[config.mk]
export PLATFORM = sky130hd
export DESIGN_NAME = signed_spm_core
export DESIGN_NICKNAME = d
export VERILOG_FILES = /design/src/rtl/spm_pkg.sv /design/src/rtl/spm_shift_add.sv /design/src/rtl/signed_spm_core.sv
export SDC_FILE = /design/constraint.sdc
export NUM_CORES = 1
export LEC_CHECK = 0
export BUFFER_PORTS_ARGS = -buffer_cell sky130_fd_sc_hd__buf_2
export CORE_ASPECT_RATIO = 1.25
export CORE_MARGIN = 2
export CORE_UTILIZATION = 40
export DETAILED_ROUTE_END_ITERATION = 10
export HOLD_SLACK_MARGIN = 0.05
export SYNTH_ARGS = -nofsm -noshare
export SYNTH_HDL_FRONTEND = slang
export SYNTH_HIERARCHICAL = 1
export SYNTH_SLANG_ARGS = --single-unit
[constraint.sdc]
create_clock -name clk -period 3.95 [get_ports clk]
set_input_delay 0.79 -clock clk [delete_from_list [all_inputs] [get_ports clk]]
set_output_delay 0.79 -clock clk [all_outputs]
set_load 0.05 [all_outputs]
[src/rtl/spm_pkg.sv]
// Shared types and helpers for the serial-parallel multiplier.
// Holds the FSM state encoding and the operand sign/zero-extend helper.
package spm_pkg;

  typedef enum logic [1:0] {
    IDLE = 2'd0,
    RUN  = 2'd1,
    DONE = 2'd2
  } state_t;

  // Widest operand the extend helper handles; WIDTH must not exceed this.
  localparam int unsigned SPM_MAX_W = 64;

  // Extend the low w bits of v to a wider value: sign-extend when tc=1,
  // zero-extend when tc=0. Callers size-cast the result to WIDTH+1 bits.
  function automatic logic [SPM_MAX_W:0] ext_operand(input logic [SPM_MAX_W-1:0] v,
                                                     input int unsigned          w,
                                                     input logic                 tc);
    logic [SPM_MAX_W:0] mask;
    logic               fill;
    mask = {(SPM_MAX_W+1){1'b1}} << w;
    fill = tc & (|(v & (SPM_MAX_W'(1) << (w - 1))));
    return ({1'b0, v} & ~mask) | (fill ? mask : '0);
  endfunction

endpackage

[src/rtl/spm_shift_add.sv]
// Partial-sum register with adder/subtractor for the serial-parallel
// multiplier. Each shift step adds (or subtracts) the extended multiplicand
// into the upper WIDTH+1 bits and shifts the 2*WIDTH+1-bit register right by
// one, arithmetically when tc=1, logically when tc=0.
module spm_shift_add
  import spm_pkg::*;
#(
  parameter int WIDTH = 8
) (
  input  logic               clk,
  input  logic               rst,
  input  logic               clr,
  input  logic               shift,
  input  logic               add_en,
  input  logic               sub_en,
  input  logic               tc,
  input  logic [WIDTH-1:0]   a,
  output logic [2*WIDTH-1:0] result
);

  logic [2*WIDTH:0] p;
  logic [WIDTH:0]   a_ext;
  logic [WIDTH:0]   hi;
  logic [WIDTH:0]   sum;

  // Add/subtract the extended multiplicand into the upper part of the sum
  always_comb begin
    a_ext = (WIDTH+1)'(ext_operand(SPM_MAX_W'(a), WIDTH, tc));
    hi    = p[2*WIDTH:WIDTH];
    sum   = hi;
    if (sub_en) begin
      sum = hi - a_ext;
    end else if (add_en) begin
      sum = hi + a_ext;
    end
  end

  // Partial-sum register: clear on start, shift one multiplier bit per step
  always_ff @(posedge clk or negedge rst) begin
    if (!rst) begin
      p <= '0;
    end else if (clr) begin
      p <= '0;
    end else if (shift) begin
      p <= {tc & sum[WIDTH], sum, p[WIDTH-1:1]};
    end
  end

  // The product always fits in the low 2*WIDTH bits
  assign result = p[2*WIDTH-1:0];

endmodule

[src/rtl/signed_spm_core.sv]
// Signed/unsigned serial-parallel multiplier core.
// Optional feature macro: SPM_ACCUM_EN adds an 'acc' input; when set with
// start, the new result is added (mod 2^(2*WIDTH)) to the held product.
//
// Handshake: start is a level request sampled only in IDLE together with the
// operands; busy is high in RUN and DONE and any start seen then is ignored;
// done is a one-cycle pulse marking the cycle in which product first shows
// the new value, and product holds until the next completion.
module signed_spm_core
  import spm_pkg::*;
#(
  parameter  int WIDTH = 8,
  localparam int CNT_W = $clog2(WIDTH+1)
) (
  input  logic               clk,
  input  logic               rst,
  input  logic               start,
  input  logic               tc,
`ifdef SPM_ACCUM_EN
  input  logic               acc,
`endif
  input  logic [WIDTH-1:0]   a,
  input  logic [WIDTH-1:0]   b,
  output logic [2*WIDTH-1:0] product,
  output logic               busy,
  output logic               done,
  output state_t             state_dbg
);

  state_t             state;
  state_t             next_state;
  logic [CNT_W-1:0]   count;
  logic [WIDTH-1:0]   a_q;
  logic [WIDTH-1:0]   b_q;
  logic               tc_q;
`ifdef SPM_ACCUM_EN
  logic               acc_q;
`endif
  logic               last;
  logic               clr;
  logic               shift;
  logic               add_en;
  logic               sub_en;
  logic [2*WIDTH-1:0] result;

  assign last      = (count == CNT_W'(WIDTH-1));
  assign state_dbg = state;

  // State register
  always_ff @(posedge clk or negedge rst) begin
    if (!rst) begin
      state <= IDLE;
    end else begin
      state <= next_state;
    end
  end

  // Next-state logic: IDLE -> RUN for WIDTH cycles -> DONE -> IDLE
  always_comb begin
    next_state = state;
    case (state)
      IDLE:    if (start) next_state = RUN;
      RUN:     if (last)  next_state = DONE;
      DONE:    next_state = IDLE;
      default: next_state = IDLE;
    endcase
  end

  // Datapath controls; the MSB of a signed multiplier carries negative weight
  always_comb begin
    clr    = 1'b0;
    shift  = 1'b0;
    add_en = 1'b0;
    sub_en = 1'b0;
    busy   = (state != IDLE);
    case (state)
      IDLE: clr = start;
      RUN: begin
        shift  = 1'b1;
        add_en = b_q[0] & ~(last & tc_q);
        sub_en = b_q[0] & last & tc_q;
      end
      default: ;
    endcase
  end

  // Operand capture in IDLE; multiplier shifts right so b_q[0] is the live bit
  always_ff @(posedge clk or negedge rst) begin
    if (!rst) begin
      a_q   <= '0;
      b_q   <= '0;
      tc_q  <= 1'b0;
      count <= '0;
`ifdef SPM_ACCUM_EN
      acc_q <= 1'b0;
`endif
    end else if (state == IDLE && start) begin
      a_q   <= a;
      b_q   <= b;
      tc_q  <= tc;
      count <= '0;
`ifdef SPM_ACCUM_EN
      acc_q <= acc;
`endif
    end else if (state == RUN) begin
      b_q   <= b_q >> 1;
      count <= count + CNT_W'(1);
    end
  end

  // Result register and done pulse, updated on the edge that leaves DONE
  always_ff @(posedge clk or negedge rst) begin
    if (!rst) begin
      product <= '0;
      done    <= 1'b0;
    end else begin
      done <= 1'b0;
      if (state == DONE) begin
`ifdef SPM_ACCUM_EN
        product <= acc_q ? (product + result) : result;
`else
        product <= result;
`endif
        done    <= 1'b1;
      end
    end
  end

  spm_shift_add #(.WIDTH(WIDTH)) u_shift_add (
    .clk    (clk),
    .rst    (rst),
    .clr    (clr),
    .shift  (shift),
    .add_en (add_en),
    .sub_en (sub_en),
    .tc     (tc_q),
    .a      (a_q),
    .result (result)
  );

endmodule
Word level (Yosys, flattened, before mapping)
Cells that the tools add are included.
{ "totals": {"reg_bits": 57, "in_bits": 20, "output_inout_bits": 20} }
{ "classes": {"n_addsub": 3, "n_eq_ne": 5, "muxes": 17, "n_bitwise": 8, "n_reduce_logical": 6} }
{ "op_table": {"columns": ["op", "count"], "rows": [
  ["$mux W17", 2],
  ["$mux W9", 3],
  ["$mux W8", 2],
  ["$add A9 B9 Y9", 1],
  ["$or A8 B9 Y9", 1],
  ["$sub A9 B9 Y9", 1],
  ["$mux W4", 2],
  ["$and A1 B1 Y1", 6],
  ["$reduce_bool A2 Y1", 3],
  ["$mux W1", 5],
  ["$add A4 B1 Y4 const B", 1],
  ["$eq A4 B3 Y1 const B", 1],
  ["$mux W2", 2],
  ["$ne A2 B2 Y1 const B", 2],
  ["$pmux W2 S2", 1],
  ["$eq A2 B1 Y1 const B", 1],
  ["$eq A2 B2 Y1 const B", 1],
  ["$logic_not A2 Y1", 1],
  ["$reduce_and A2 Y1", 1],
  ["$logic_and A1 B1 Y1", 1],
  ["$not A1 Y1", 1]
]} }

Logic depth before layout (Yosys ltp)
{ "depth": {"depth_word": 10, "mapped_depth": 11, "ltp_nobuf": 10} }

Cells and area by module
Netlist, hierarchy kept.
{ "modules_own_cells": {"columns": ["mod", "instances", "cells_per_inst", "area_per_inst_um2", "seq_area_each_um2"], "rows": [
  ["spm_shift_add", 1, 203, 1710.4, 425.4],
  ["signed_spm_core", 1, 146, 1622.8, 1001.0]
]} }

Least setup slack after synthesis
Ideal clock, no wire load.
{ "synth_path": {"kind": "reg2reg", "start": "reg state[0], in the netlist state_dbg[0]", "end": "reg u_shift_add.p[13]", "setup_time_ps": 153, "arrival_time_ps": 2529, "t_required_ps": 3797, "path_slack_ps": 1267, "stages_incl_launch_ff": 11, "n_path_buf": 1, "period_less_slack_ps": 2683, "cell_sequence": "dfrtp_1 > nand2b_1 > inv_2 > buf_2 > nand2_1 > a21oi_1 > nor2b_1 > nand2_1 > or3_1 > a32oi_1 > a2111oi_2"} }
{ "synth_between": {"elab_chain_len": 6, "elab_cells_between_ends": 11, "classes_between": "eq/ne: 1; mux: 8; reduce/logical: 2"} }
{ "synth_lines": {"columns": ["item", "line_no", "rtl"], "rows": [
  ["start, declared", "signed_spm_core.sv:30", "state_t state;"],
  ["start signal, assigned", "signed_spm_core.sv:54", "state <= next_state;"],
  ["$eq A2 B1 Y1", "signed_spm_core.sv:76", "case (state)"],
  ["$mux W1", "signed_spm_core.sv:76", null],
  ["via add_en", "signed_spm_core.sv:42", "logic add_en;"],
  ["$mux W9", "spm_shift_add.sv:33", "end else if (add_en) begin"],
  ["$mux W9", "spm_shift_add.sv:31", "if (sub_en) begin"],
  ["$mux W17", "spm_shift_add.sv:44", "end else if (shift) begin"],
  ["$mux W17", "spm_shift_add.sv:42", "end else if (clr) begin"],
  ["end signal, assigned", "spm_shift_add.sv:45", "p <= {tc & sum[WIDTH], sum, p[WIDTH-1:1]};"],
  ["end, declared", "spm_shift_add.sv:21", "logic [2*WIDTH:0] p;"]
]} }
The timed path passes the listed nets, and every way through them passes these cells. The select of a mux whose other input is x is not followed.
A chain may end at the register's enable or synchronous reset.

Final worst setup path
{ "layout_path": {"start": "reg state[1], in the netlist state_dbg[1]", "end": "reg u_shift_add.p[13]"} }
{ "layout_between": {"elab_cells_between_ends": 11, "classes_between": "eq/ne: 1; mux: 8; reduce/logical: 2"} }
{ "layout_rtl": {"columns": ["item", "line_no", "rtl"], "rows": [
  ["$eq A2 B1 Y1", "signed_spm_core.sv:76", null],
  ["$mux W1", "signed_spm_core.sv:76", null],
  ["via sub_en", "signed_spm_core.sv:43", "logic sub_en;"],
  ["$mux W9", "spm_shift_add.sv:31", null],
  ["$mux W17", "spm_shift_add.sv:44", null],
  ["$mux W17", "spm_shift_add.sv:42", null]
]} }
The timed path passes the listed nets, and every way through them passes these cells. The select of a mux whose other input is x is not followed.

==> out/qor.txt <==
status: completed
Clock Path Buffers: 2
simple-gate share of the synthesized area: 0.173
die height: 106 um
CP cell instances: nand2b_1 -> inv_2 -> and4_1 -> nor2b_1 -> nand2_1 -> or3_1 -> a32oi_1 -> a2111oi_2
crit path time final: 2.66 ns
Max VDD drop: 0.000452 V
critical path startpoint category: flop
Seq. cell area: 0.00143 mm2
dpl hpwl: 4.94 mm
EDFF count, synth: 0
multi-input combinational cell area: 0.00162 mm2
via count of the first global-routing pass: 2445
R2R setup slack: 1.29 ns
total gr overflow: 0
top_reg_cell synth: dfrtp_1
area leader, netlist: dfrtp_1
most common cell after layout, fill and taps aside: nand2_1
compound-cell area share of the yosys netlist: 0.134
Mapped Nets: 388
Seq cells post-synth: 57
dpl cells: 458
post-synth top area share: 0.428
row cnt: 37
HP Class: reg -> reg
Fin Setup TNS: 0 ns
routability cong.: 0.838
Routed WL: 7.10 mm
Core Area: 0.00815 mm2
Die Width: 85.6 um
# nets final: 411
total of max-cap violations: 0
Avg WL per Cell: 15.0 um
CTS clk-pin slew, worst paths: 0.06 ns
Residual DRC: 0
period utilization: 0.673
max-slew violations: 0
sequential share of the synthesized area: 0.428
main combinational cell family by area after synthesis: simple AND/OR/NAND/NOR gates
mux cell area share after synthesis: 0.0908
TritonCTS Sinks: 57
layout cells sized above 1: 0.213
cts repair resizes: 0
Vias: 2519
Ant. Diodes: 0
GRT Total Usage: 0.171
area delta synth->final: 9.42%
critical path class: reg -> reg
Post-Syn Instances: 349
TritonRoute pass-1 iters: 4
adder-cell area share of the yosys netlist: 0.0758
Critical Path Max Stage Delay: 0.45 ns
Yosys warnings: 6
CTS H-tree depth: 3
synthesized area: 0.00333 mm2
Pleak: 1.80 nW
clock root cell: clkbuf_8
first-pass GRT wire length: 12.2 mm
Hold Buf Count CTS: 0
Worst-Skew Late Latency: 0.33 ns
unrepaired setup endpoints after global routing: no
Max Fclk: 376 MHz
TritonCTS clock tree: done
post-detailed-route via-to-cell ratio: 5.33
Worst path slowest cell: nand2b_1
postcts setup bufs: 0
post-synthesis async set-or-reset flop share: 1.00
final hold vios: 0
xor and xnor area share after synthesis: 0.0131
filler cell count: 822
max_slew headroom: 0.507
most frequent cells in the layout: 59 x nand2_1, 57 x dfrtp_1, 39 x buf_2, 32 x nor2_1
worst slew pin tran: 0.740 ns
PD cells: 986 mW/mm2
IO buf count: 39
Final Skew: 0.00693 ns
Initial Utilization: 0.409
Syn Area/Cell: 9.55 um2
largest net degree at the start of global routing: 33
Total Die Area: 0.00908 mm2
initial antenna violation count: 0
io pins: 40
Synth area leaders: dfrtp_1 43%, nand2_1 6.6%, ha_1 6.4%, mux2_2 4.4%, buf_4 3.8%
required time at the worst-slack endpoint: 4.14 ns
Netlist cell types: 55
final setup violation count: 0
Iter 0 DRT Violations: 97
final std cells w/o fill: 473
CP max FO: 14
Num CTS Buffers: 9
post-route antenna net violation count: 0
critical path endpoint category: flop
Worst Path Arrival: 2.84 ns
-- synthesized netlist by cell type (all sizes together) (6+ instances only) --
library cell,count
nand2,59
dfrtp,57
nor2,32
buf,25
inv,20
mux2,18
ha,17
o21ai,13
mux2i,10
nor3,8
a31oi,7
nand3,7
a211oi,6
a21oi,6
clkbuf,6
nor2b,6
-- final timing paths --
check                                   from                end  cells after the start
worst max-delay path            state_dbg[1]  u_shift_add/p[13]                      8
worst min-delay path              product[1]         product[1]                      1
worst max register to register  state_dbg[1]  u_shift_add/p[13]                      8
worst min register to register    product[1]         product[1]                      1
max in group asynchronous                rst   u_shift_add/p[9]                      2
min in group asynchronous                rst               done                      1
-- critical path, delay by kind of cell (launching register included) --
family	cells	cell delay, ns
simple gates	5	1.67
flops	1	0.40
compound gates	2	0.31
buf+inv	1	0.13
-- routing by layer --
metal	track usage	wire (um)
met1	0.208	3190
met5	0	0
met2	0.291	3530
met4	0.0828	126
met3	0.0303	256
-- flip-flops by register name, summed over array words and instances, names as in the netlist --
signal / count
state_dbg: 2
count: 4
b_q: 8
tc_q: 1
a_q: 8
product: 16
done: 1
u_shift_add/p: 17
-- final cells by class --
| cell class | instances | area share |
|---|---|---|
| inverters | 20 | 0.0206 |
| repair buffers | 43 | 0.0617 |
| clock inverters | 4 | 0.0123 |
| multi-input cells | 241 | 0.445 |
| well taps | 97 | 0.0333 |
| flip-flops and latches | 57 | 0.391 |
| clock buffers | 11 | 0.0360 |
-- kinds of logic (layout without fill, tap and decap cells) --
family,count (synthesis),in the layout
compound gates,61,61
xor+xnor,5,5
fa+ha+maj,19,19
buf+inv,51,78
flops,57,57
mux,28,28
simple gates,128,128
-- power breakdown --
group	internal (mW)	switching, mW
combinational	0.767	1.25
sequential	0.854	0.224
clock	0.285	0.217
-- through the flow --
step	power (mW)	hold WS [ns]	utilization	setup slack (ns)	instance area [um2]
after CTS	3.62	0.484	0.448	1.30	3650
after global routing	3.90	0.491	0.448	1.01	3650
final	3.60	0.476	0.448	1.29	3650
after detailed placement	3.10	0.471	0.426	1.28	3470
after global placement	3.07	0.461	0.426	1.31	3470
after floorplan	2.75	0.453	-	1.27	3330
(Power assumes the default switching activity.)
